$ cat src/rtl/nts_keystore_pkg.sv
`default_nettype none
// +--------------------------------------------------------------------------+
// | Package   : nts_keystore_pkg                                             |
// | Purpose   : Shared types and constants for the NTS cookie master-key     |
// |             store: FSM state encoding, key geometry, length encodings.   |
// | Revision  : 1.0  initial release                                         |
// +--------------------------------------------------------------------------+
package nts_keystore_pkg;

   localparam int KEY_WORDS = 16;   // 32-bit words per key slot (512 bits)
   localparam int WORD_W    = 32;

   localparam logic KEYLEN_256 = 1'b0;
   localparam logic KEYLEN_512 = 1'b1;

   typedef enum logic [1:0] {
      ST_IDLE   = 2'd0,
      ST_SCAN   = 2'd1,
      ST_STREAM = 2'd2,
      ST_DONE   = 2'd3
   } ks_state_t;

endpackage
`default_nettype wire

$ cat src/rtl/nts_keystore_mem.sv
`default_nettype none
// +--------------------------------------------------------------------------+
// | Module    : nts_keystore_mem                                             |
// | Purpose   : Key RAM, NUM_KEYS*16 words of 32 bits. One synchronous write |
// |             port, one asynchronous read port. Address = {slot, word}.    |
// | Ports     : i_clk                 clock                                  |
// |             i_we/i_waddr/i_wdata  write port                             |
// |             i_raddr/o_rdata       asynchronous read port                 |
// | Revision  : 1.0  initial release                                         |
// +--------------------------------------------------------------------------+
module nts_keystore_mem
   import nts_keystore_pkg::*;
#(
   parameter int NUM_KEYS = 4,
   parameter int SLOT_W   = 2
) (
   input  logic              i_clk,
   input  logic              i_we,
   input  logic [SLOT_W+3:0] i_waddr,
   input  logic [WORD_W-1:0] i_wdata,
   input  logic [SLOT_W+3:0] i_raddr,
   output logic [WORD_W-1:0] o_rdata
);

   // Key material is never reset; valid flags in the top level gate its use.
   logic [WORD_W-1:0] key_ram [NUM_KEYS*KEY_WORDS];

   always_ff @(posedge i_clk) begin
      if (i_we) begin
         key_ram[i_waddr] <= i_wdata;
      end
   end

   assign o_rdata = key_ram[i_raddr];

endmodule
`default_nettype wire

$ cat src/rtl/nts_cookie_keystore.sv
`default_nettype none
// +--------------------------------------------------------------------------+
// | Module    : nts_cookie_keystore                                          |
// | Purpose   : Multi-slot master-key store for the NTS cookie path. Looks   |
// |             up a slot by key ID (or uses the current slot) and streams   |
// |             its 16 key words, 15 down to 0, to the cookie handler.       |
// | Ports     : i_wr_*        key/ID/valid/current-pointer write interface   |
// |             o_wr_error    pulse on a rejected write (busy / bad slot)    |
// |             i_lookup_*    lookup by key ID; i_current_start streams the  |
// |                           current slot                                   |
// |             o_busy/o_done/o_hit/o_slot   operation status and result     |
// |             o_current_*   key ID / valid of the current slot             |
// |             o_key_*       key word stream to nts_cookie_handler          |
// | Revision  : 1.0  initial release                                         |
// +--------------------------------------------------------------------------+
module nts_cookie_keystore
   import nts_keystore_pkg::*;
#(
   parameter int NUM_KEYS = 4,
   parameter int SLOT_W   = 2
) (
   input  logic              i_clk,
   input  logic              i_areset,
   input  logic [SLOT_W-1:0] i_wr_slot,
   input  logic [3:0]        i_wr_word,
   input  logic [31:0]       i_wr_data,
   input  logic              i_wr_key_we,
   input  logic              i_wr_keyid_we,
   input  logic              i_wr_length,
   input  logic              i_wr_valid_set,
   input  logic              i_wr_valid_clr,
   input  logic              i_cur_we,
   output logic              o_wr_error,
   input  logic              i_lookup_start,
   input  logic [31:0]       i_lookup_keyid,
   input  logic              i_current_start,
   output logic              o_busy,
   output logic              o_done,
   output logic              o_hit,
   output logic [SLOT_W-1:0] o_slot,
   output logic [31:0]       o_current_keyid,
   output logic              o_current_valid,
   output logic [3:0]        o_key_word,
   output logic              o_key_valid,
   output logic              o_key_length,
   output logic [31:0]       o_key_data
);

   localparam logic [SLOT_W:0] MAX_SLOT  = (SLOT_W+1)'(NUM_KEYS);
   localparam logic [SLOT_W-1:0] LAST_SLOT = SLOT_W'(NUM_KEYS-1);
   localparam logic [3:0] TOP_WORD = 4'(KEY_WORDS-1);

   ks_state_t         state_q, state_d;
   logic [31:0]       keyid_q [NUM_KEYS];
   logic [31:0]       keyid_d [NUM_KEYS];
   logic [NUM_KEYS-1:0] len_q, len_d, valid_q, valid_d;
   logic [SLOT_W-1:0] cur_q, cur_d, scan_q, scan_d, slot_q, slot_d;
   logic [31:0]       lk_keyid_q, lk_keyid_d, cur_keyid_q, cur_keyid_d;
   logic              cur_valid_q, cur_valid_d;
   logic              busy_q, busy_d, done_q, done_d, hit_q, hit_d;
   logic              wr_error_q, wr_error_d;
   logic [3:0]        word_q, word_d;
   logic              kvalid_q, kvalid_d, klen_q, klen_d;

   logic              wr_any, wr_ok;
   logic [31:0]       rd_data;

   assign wr_any = i_wr_key_we | i_wr_keyid_we | i_wr_valid_set |
                   i_wr_valid_clr | i_cur_we;
   // Writes are only taken when idle/done and the slot exists.
   assign wr_ok  = !busy_q && ({1'b0, i_wr_slot} < MAX_SLOT);

   nts_keystore_mem #(
      .NUM_KEYS (NUM_KEYS),
      .SLOT_W   (SLOT_W)
   ) u_mem (
      .i_clk   (i_clk),
      .i_we    (wr_ok && i_wr_key_we),
      .i_waddr ({i_wr_slot, i_wr_word}),
      .i_wdata (i_wr_data),
      .i_raddr ({slot_q, word_q}),
      .o_rdata (rd_data)
   );

   always_comb begin
      keyid_d    = keyid_q;
      len_d      = len_q;
      valid_d    = valid_q;
      cur_d      = cur_q;
      wr_error_d = wr_any && !wr_ok;

      for (int i = 0; i < NUM_KEYS; i++) begin
         if (wr_ok && (i_wr_slot == SLOT_W'(i))) begin
            if (i_wr_keyid_we) begin
               keyid_d[i] = i_wr_data;
               len_d[i]   = i_wr_length;
            end
            if (i_wr_valid_clr) begin
               valid_d[i] = 1'b0;
            end else if (i_wr_valid_set) begin
               valid_d[i] = 1'b1;
            end
         end
      end
      if (wr_ok && i_cur_we) begin
         cur_d = i_wr_slot;
      end

      // Built from next-state storage so the outputs follow a write by one cycle.
      cur_keyid_d = keyid_d[cur_d];
      cur_valid_d = valid_d[cur_d];

      state_d    = state_q;
      scan_d     = scan_q;
      lk_keyid_d = lk_keyid_q;
      hit_d      = hit_q;
      slot_d     = slot_q;
      word_d     = word_q;

      case (state_q)
         ST_IDLE: begin
            if (i_lookup_start) begin
               state_d    = ST_SCAN;
               scan_d     = '0;
               lk_keyid_d = i_lookup_keyid;
               hit_d      = 1'b0;
               slot_d     = '0;
            end else if (i_current_start) begin
               hit_d  = 1'b0;
               // A same-cycle write to the current slot is honoured here.
               if (valid_d[cur_d]) begin
                  state_d = ST_STREAM;
                  slot_d  = cur_d;
                  word_d  = TOP_WORD;
               end else begin
                  state_d = ST_DONE;
                  slot_d  = '0;
               end
            end
         end
         ST_SCAN: begin
            if (valid_q[scan_q] && (keyid_q[scan_q] == lk_keyid_q)) begin
               state_d = ST_STREAM;
               slot_d  = scan_q;
               word_d  = TOP_WORD;
            end else if (scan_q == LAST_SLOT) begin
               state_d = ST_DONE;
            end else begin
               scan_d = scan_q + SLOT_W'(1);
            end
         end
         ST_STREAM: begin
            if (word_q == 4'd0) begin
               state_d = ST_DONE;
               hit_d   = 1'b1;
            end else begin
               word_d = word_q - 4'd1;
            end
         end
         default: begin
            state_d = ST_IDLE;
         end
      endcase

      busy_d   = (state_d == ST_SCAN) || (state_d == ST_STREAM);
      done_d   = (state_d == ST_DONE);
      kvalid_d = (state_d == ST_STREAM);
      klen_d   = (state_d == ST_STREAM) ? len_d[slot_d] : 1'b0;
   end

   always_ff @(posedge i_clk or posedge i_areset) begin
      if (i_areset) begin
         state_q     <= ST_IDLE;
         keyid_q     <= '{default: '0};
         len_q       <= '0;
         valid_q     <= '0;
         cur_q       <= '0;
         scan_q      <= '0;
         slot_q      <= '0;
         lk_keyid_q  <= '0;
         cur_keyid_q <= '0;
         cur_valid_q <= 1'b0;
         busy_q      <= 1'b0;
         done_q      <= 1'b0;
         hit_q       <= 1'b0;
         wr_error_q  <= 1'b0;
         word_q      <= '0;
         kvalid_q    <= 1'b0;
         klen_q      <= 1'b0;
      end else begin
         state_q     <= state_d;
         keyid_q     <= keyid_d;
         len_q       <= len_d;
         valid_q     <= valid_d;
         cur_q       <= cur_d;
         scan_q      <= scan_d;
         slot_q      <= slot_d;
         lk_keyid_q  <= lk_keyid_d;
         cur_keyid_q <= cur_keyid_d;
         cur_valid_q <= cur_valid_d;
         busy_q      <= busy_d;
         done_q      <= done_d;
         hit_q       <= hit_d;
         wr_error_q  <= wr_error_d;
         word_q      <= word_d;
         kvalid_q    <= kvalid_d;
         klen_q      <= klen_d;
      end
   end

   assign o_wr_error      = wr_error_q;
   assign o_busy          = busy_q;
   assign o_done          = done_q;
   assign o_hit           = hit_q;
   assign o_slot          = slot_q;
   assign o_current_keyid = cur_keyid_q;
   assign o_current_valid = cur_valid_q;
   assign o_key_word      = word_q;
   assign o_key_valid     = kvalid_q;
   assign o_key_length    = klen_q;
   // RAM is read at the registered {slot, word}, so data aligns with o_key_word.
   assign o_key_data      = kvalid_q ? rd_data : '0;

endmodule
`default_nettype wire

$ cat config.mk
export PLATFORM = sky130hd
export DESIGN_NAME = nts_cookie_keystore
export DESIGN_NICKNAME = d
export VERILOG_FILES = /design/src/rtl/nts_keystore_pkg.sv /design/src/rtl/nts_keystore_mem.sv /design/src/rtl/nts_cookie_keystore.sv
export SDC_FILE = /design/constraint.sdc
export NUM_CORES = 2
export LEC_CHECK = 0
export ABC_AREA = 0
export CAP_MARGIN = 20
export CORE_MARGIN = 3
export CORE_UTILIZATION = 40
export CTS_CLUSTER_SIZE = 25
export DETAILED_ROUTE_END_ITERATION = 6
export PLACE_DENSITY = 0.58
export SYNTH_ARGS = -nofsm -noshare
export SYNTH_HDL_FRONTEND = slang
export SYNTH_SLANG_ARGS = --single-unit
$ cat constraint.sdc
create_clock -name i_clk -period 7.94 [get_ports i_clk]
set_input_delay 0.794 -clock i_clk [delete_from_list [all_inputs] [get_ports i_clk]]
set_output_delay 0.794 -clock i_clk [all_outputs]
set_load 0.02 [all_outputs]
[After elaboration in Yosys (flattened, before gate mapping)]
Memory sizes are Yosys's and may differ from the RTL's.
Index checks and enable logic that the tools add are counted.
Storage, ports and cells
  input port bits: 80
  memories kept: 1
  output and inout bits: 77
  logic and storage cells: 145
  bits in writable memories: 2048
  register bits after elaboration: 219
Cells by class
  reductions and logical operators: 20
  eq/ne operators: 20
  multiplexer cells: 71
  order comparisons: 5
  bitwise gates (word level): 6
  add/subtract/negate cells: 2
Memory list
  u_mem.key_ram: words 64, bits a word 32, read ports 1, clocked after memory_dff 0, wr ports 1, line nts_keystore_mem.sv:26  | logic [WORD_W-1:0] key_ram [NUM_KEYS*KEY_WORDS];
Operators by type and width (count)
  $mux W32: 13
  $bmux W32 S2: 2
  $eq A32 B32 Y1: 1
  $mux W1: 30
  $mux W2: 13
  $mux W4: 5
  $ne A2 B2 Y1 const B: 9
  $eq A2 B2 Y1 const B: 6
  $pmux W4 S3: 1
  $lt A2 B3 Y1 const B: 3
  $logic_and A1 B1 Y1: 8
  $pmux W2 S2: 2
  $bmux W1 S2: 3
  $eq A2 B1 Y1 const B: 3
  $ge A3 B3 Y1 const B: 2
  $not A2 Y3: 2
  $pmux W2 S3: 1
  $reduce_and A6 Y1: 1
  $logic_not A2 Y1: 2
  $logic_not A4 Y1: 1
  $or A1 B1 Y1: 4
  $reduce_and A4 Y1: 1
  $reduce_bool A2 Y1: 2
  $sub A4 B1 Y4 const B: 1
  other kinds (8): 8

[Longest topological paths before layout]
  depth in word-level cells: 12
  gate-level depth with buffers: 15
  mapped depth without buffers: 13

[Hierarchy]
From an unflattened synthesis, not the netlist that was laid out.
Second synthesis, totals
  cells, all modules: 4133
  area total of the unflattened synthesis: 88424.8 um2
Modules (own cells, without submodules)
  nts_keystore_mem: sequential area each 61499.0 um2, area an instance 77874.7 um2, cells each 3292, times used 1
  nts_cookie_keystore: sequential area each 5480.3 um2, area an instance 10550.1 um2, cells each 841, times used 1

[Worst setup path after synthesis]
OpenSTA, ideal clock, no wires.
  path type: register -> output
  start point: register word_q[0], in the netlist o_key_word[0]
  end point: output port o_key_data[0]
  stages on the path, launching flop included: 8
  buffers on the path: 3
  arrival time: 3.059 ns
  slack: 4.087 ns
  cells stage by stage: dfrtp_1 clkbuf_1 clkbuf_1 buf_1 mux4_2 mux4_2 mux4_2 and2_1
Between the ends
  word-level cells in the longest chain between the ends: 2
RTL lines
  start: declaration: line nts_cookie_keystore.sv:62  | logic [3:0] word_q, word_d;
  start signal: assignment: line nts_cookie_keystore.sv:205  | word_q <= word_d;
  $mem_v2 Z64 W32
  $mux W32: line nts_cookie_keystore.sv:222  | assign o_key_data = kvalid_q ? rd_data : '0;
  end: declaration: line nts_cookie_keystore.sv:46  | output logic [31:0] o_key_data
No other way between the ends.

[Worst setup path after layout]
  start point: register word_q[0], in the netlist o_key_word[0]
  end point: output port o_key_data[18]
The elaborated chain is that of the path after synthesis.

==> metrics <==
RSZ-0062 raised after global routing=false; Syn-to-layout area delta=14.96%; fmax=0.1713 GHz; first-pass GRT wire length=327,800 um; reg2reg setup slack=3360 ps; # rows=172; final net count=4,237; H-Tree Depth=4; PostCTS Resize Cnt=0; synth unique cells=66; most frequent CP cell=mux4_2; fin util=46.29%; Rel. slew slack=31.35%; MaxCap Viol Count=0; leak pwr=0.03270 uW; #FFs+latches synth=2,267; number of CTS-inserted buffers=225; Placer Congestion=0.7965; Crit-path slowest cell=dfrtp_4; crit path max fanout=41; async set-reset flop share out of synthesis=9.660%; remaining global-route overflow=0; DIE HEIGHT=476.3 um; main area contributors after synthesis=edfxtp_1 70%, mux4_2 18%, dfrtp_1 6.2%, mux2_2 2.1%, mux2i_1 0.70%; DIE AREA=226,900 um2; syn nets=3,923; antenna violations before repair=49; CP Launch Type=flip-flop; DR WL/cell=31.51 um; IO Pins=157; result of the run=finished clean; 1st-iter DRT viols=4,700; Max VDD drop=0.3616 mV; CTS Buffer Depth=3; Final Skew=23.04 ps; Critical Path AT=5040 ps; vias in the first global route=42,860; r2r startpoint=scan_q[1]; layout cells sized above 1=32.90%; Setup Buffers After CTS=0; pwr/cell area=340.6 nW/um2; Reg-to-Reg End=o_key_length; synthesized area=88,480 um2; DR pass1 iterations=5; Worst path max stage delay=730 ps; area share of the largest cell type after synthesis=69.51%; Required @ worst endpoint=7150 ps; most frequent cells in the layout=2,048 x edfxtp_1, 690 x mux4_2, 227 x clkbuf_16; TritonCTS clock tree=yes; EDFF count, synth=2,048; Synth Warn #=0; Hold EP=u_mem.key_ram[31][25]; clock sink count=2,267; clk root buf=clkbuf_16; period utilization=73.52%; overall routing resource usage=20.32%; Slew @ Worst Pin=1027 ps; # setup viols final=0; Post-Syn Instances=3,839; HP Class=input port to flip-flop; Reg clk slew, reported paths=60 ps; hold path start=i_wr_data[25]; final WL=231,800 um; initial core utilization=40.27%; dpl cell area=94,440 um2; CTS Hold Bufs=0; crit path time final=5838 ps; routed vias/inst=5.675; Chip Width=476.3 um; post-route ant nets=0; Mean Syn Cell Area=23.05 um2; prevailing post-synth register cell=edfxtp_1; I/O Buffers=156; setup TNS=0 ps; DRC=0; clk_lat worst skew=860 ps; post-route cell area=101,700 um2; Pins Over Slew Limit=0; path depth of the worst reg2reg path=13; Fin. Hold Viols=0; Hold Crit Depth=1; core area=219,700 um2; Worst setup EP type=output port; commonest non-fill, non-tap cell in the layout=edfxtp_1; Via Count=41,740; register area share after synthesis=75.70%; CP Class=flip-flop to output port; CP Cell Sequence=buf_4 > mux4_2 > mux4_2 > mux4_2 > and2_1 > clkdlybuf4s50_1; DP Wirelength=128,500 um; largest net degree at the start of global routing=123; area leader, netlist=edfxtp_1
## flip-flops by register name, indices dropped and copies added, names as in the netlist, 2 cells and up
register / flops
u_mem.key_ram: 2048
keyid_q: 128
lk_keyid_q: 32
o_current_keyid: 32
len_q: 4
o_key_word: 4
valid_q: 4
cur_q: 2
o_slot: 2
scan_q: 2
state_q: 2
## Yosys cell counts (12+ instances only)
library cell	n
nand2b_1	13
dfrtp_1	219
mux2i_1	62
buf_2	28
nand4_1	12
inv_1	14
buf_1	27
edfxtp_1	2048
nor2_1	145
o21ai_0	38
clkbuf_1	147
mux4_2	690
xnor2_1	19
nand2_1	27
or3_1	33
mux2_2	168
xor2_1	13
and2_1	36
## worst max-delay path: cells and delay by family (launching register included)
kind	cells	cell delay (ps)
and+or+nand+nor	1	230
DFF	1	730
muxes	3	1880
buffers and inverters	2	1260
## final cells by class
class,instances,area (um2)
antenna,52,130.1
inverter,15,63.81
timing repair buffer,295,2628
clock buffer,276,5914
sequential,2267,67000
clock inverter,142,1174
multi-input combinational,1349,21100
fill,18140,118000
tap,2958,3701
## per-stage QoR
| step | std cells | total power (uW) | setup slack, ps | hold slack [ps] |
|---|---|---|---|---|
| floorplan | 3839 | 21020 | 1153 | 468.8 |
| global placement | 6881 | 24690 | 2873 | 483.6 |
| detailed placement | 6881 | 24720 | 2870 | 488.6 |
| CTS | 7299 | 34970 | 1941 | 334.8 |
| global route | 7350 | 36010 | 1873 | 286.5 |
| finish | 7354 | 34640 | 2102 | 329.9 |
## metal layers
| layer | vias to the layer above | part of all wire, % | wire length (um) | track usage (%) |
|---|---|---|---|---|
| li1 | 16910 | - | - | - |
| met1 | 22810 | 41 | 94750 | 27.92 |
| met2 | 1649 | 48 | 110700 | 31.79 |
| met3 | 347 | 8.1 | 18760 | 4.996 |
| met4 | 18 | 3.2 | 7318 | 7.099 |
| met5 | - | 0.11 | 260 | 0.4412 |
## how the worst max path moves through the flow
stage                     slack, ps           from              to
after floorplan                1150       i_areset        cur_q[0]
after global placement         2870  o_key_word[0]  o_key_data[23]
after detailed placement       2870  o_key_word[0]  o_key_data[23]
after CTS                      1940  o_key_word[0]  o_key_data[23]
after global routing           1870  o_key_word[0]  o_key_data[18]
final                          2100  o_key_word[0]  o_key_data[18]
## cell families after synthesis
family	Yosys count	share of synthesized area [%]
xor gates and xnor gates	35	0.3719
DFF	2267	75.70
muxes	924	20.50
buffers and inverters	223	1.046
AOI/OAI and AO/OA	85	0.6590
adders and majority gates	4	0.05657
and+or+nand+nor	301	1.662
## where the power goes
group / switching, uW / leakage [uW] / internal (uW) / total, uW
sequential: 584 / 0.0210 / 13600 / 14200
clock: 4450 / 0.00345 / 5790 / 10200
combinational: 5280 / 0.00821 / 4900 / 10200
Power figures use the tool's default switching activity.
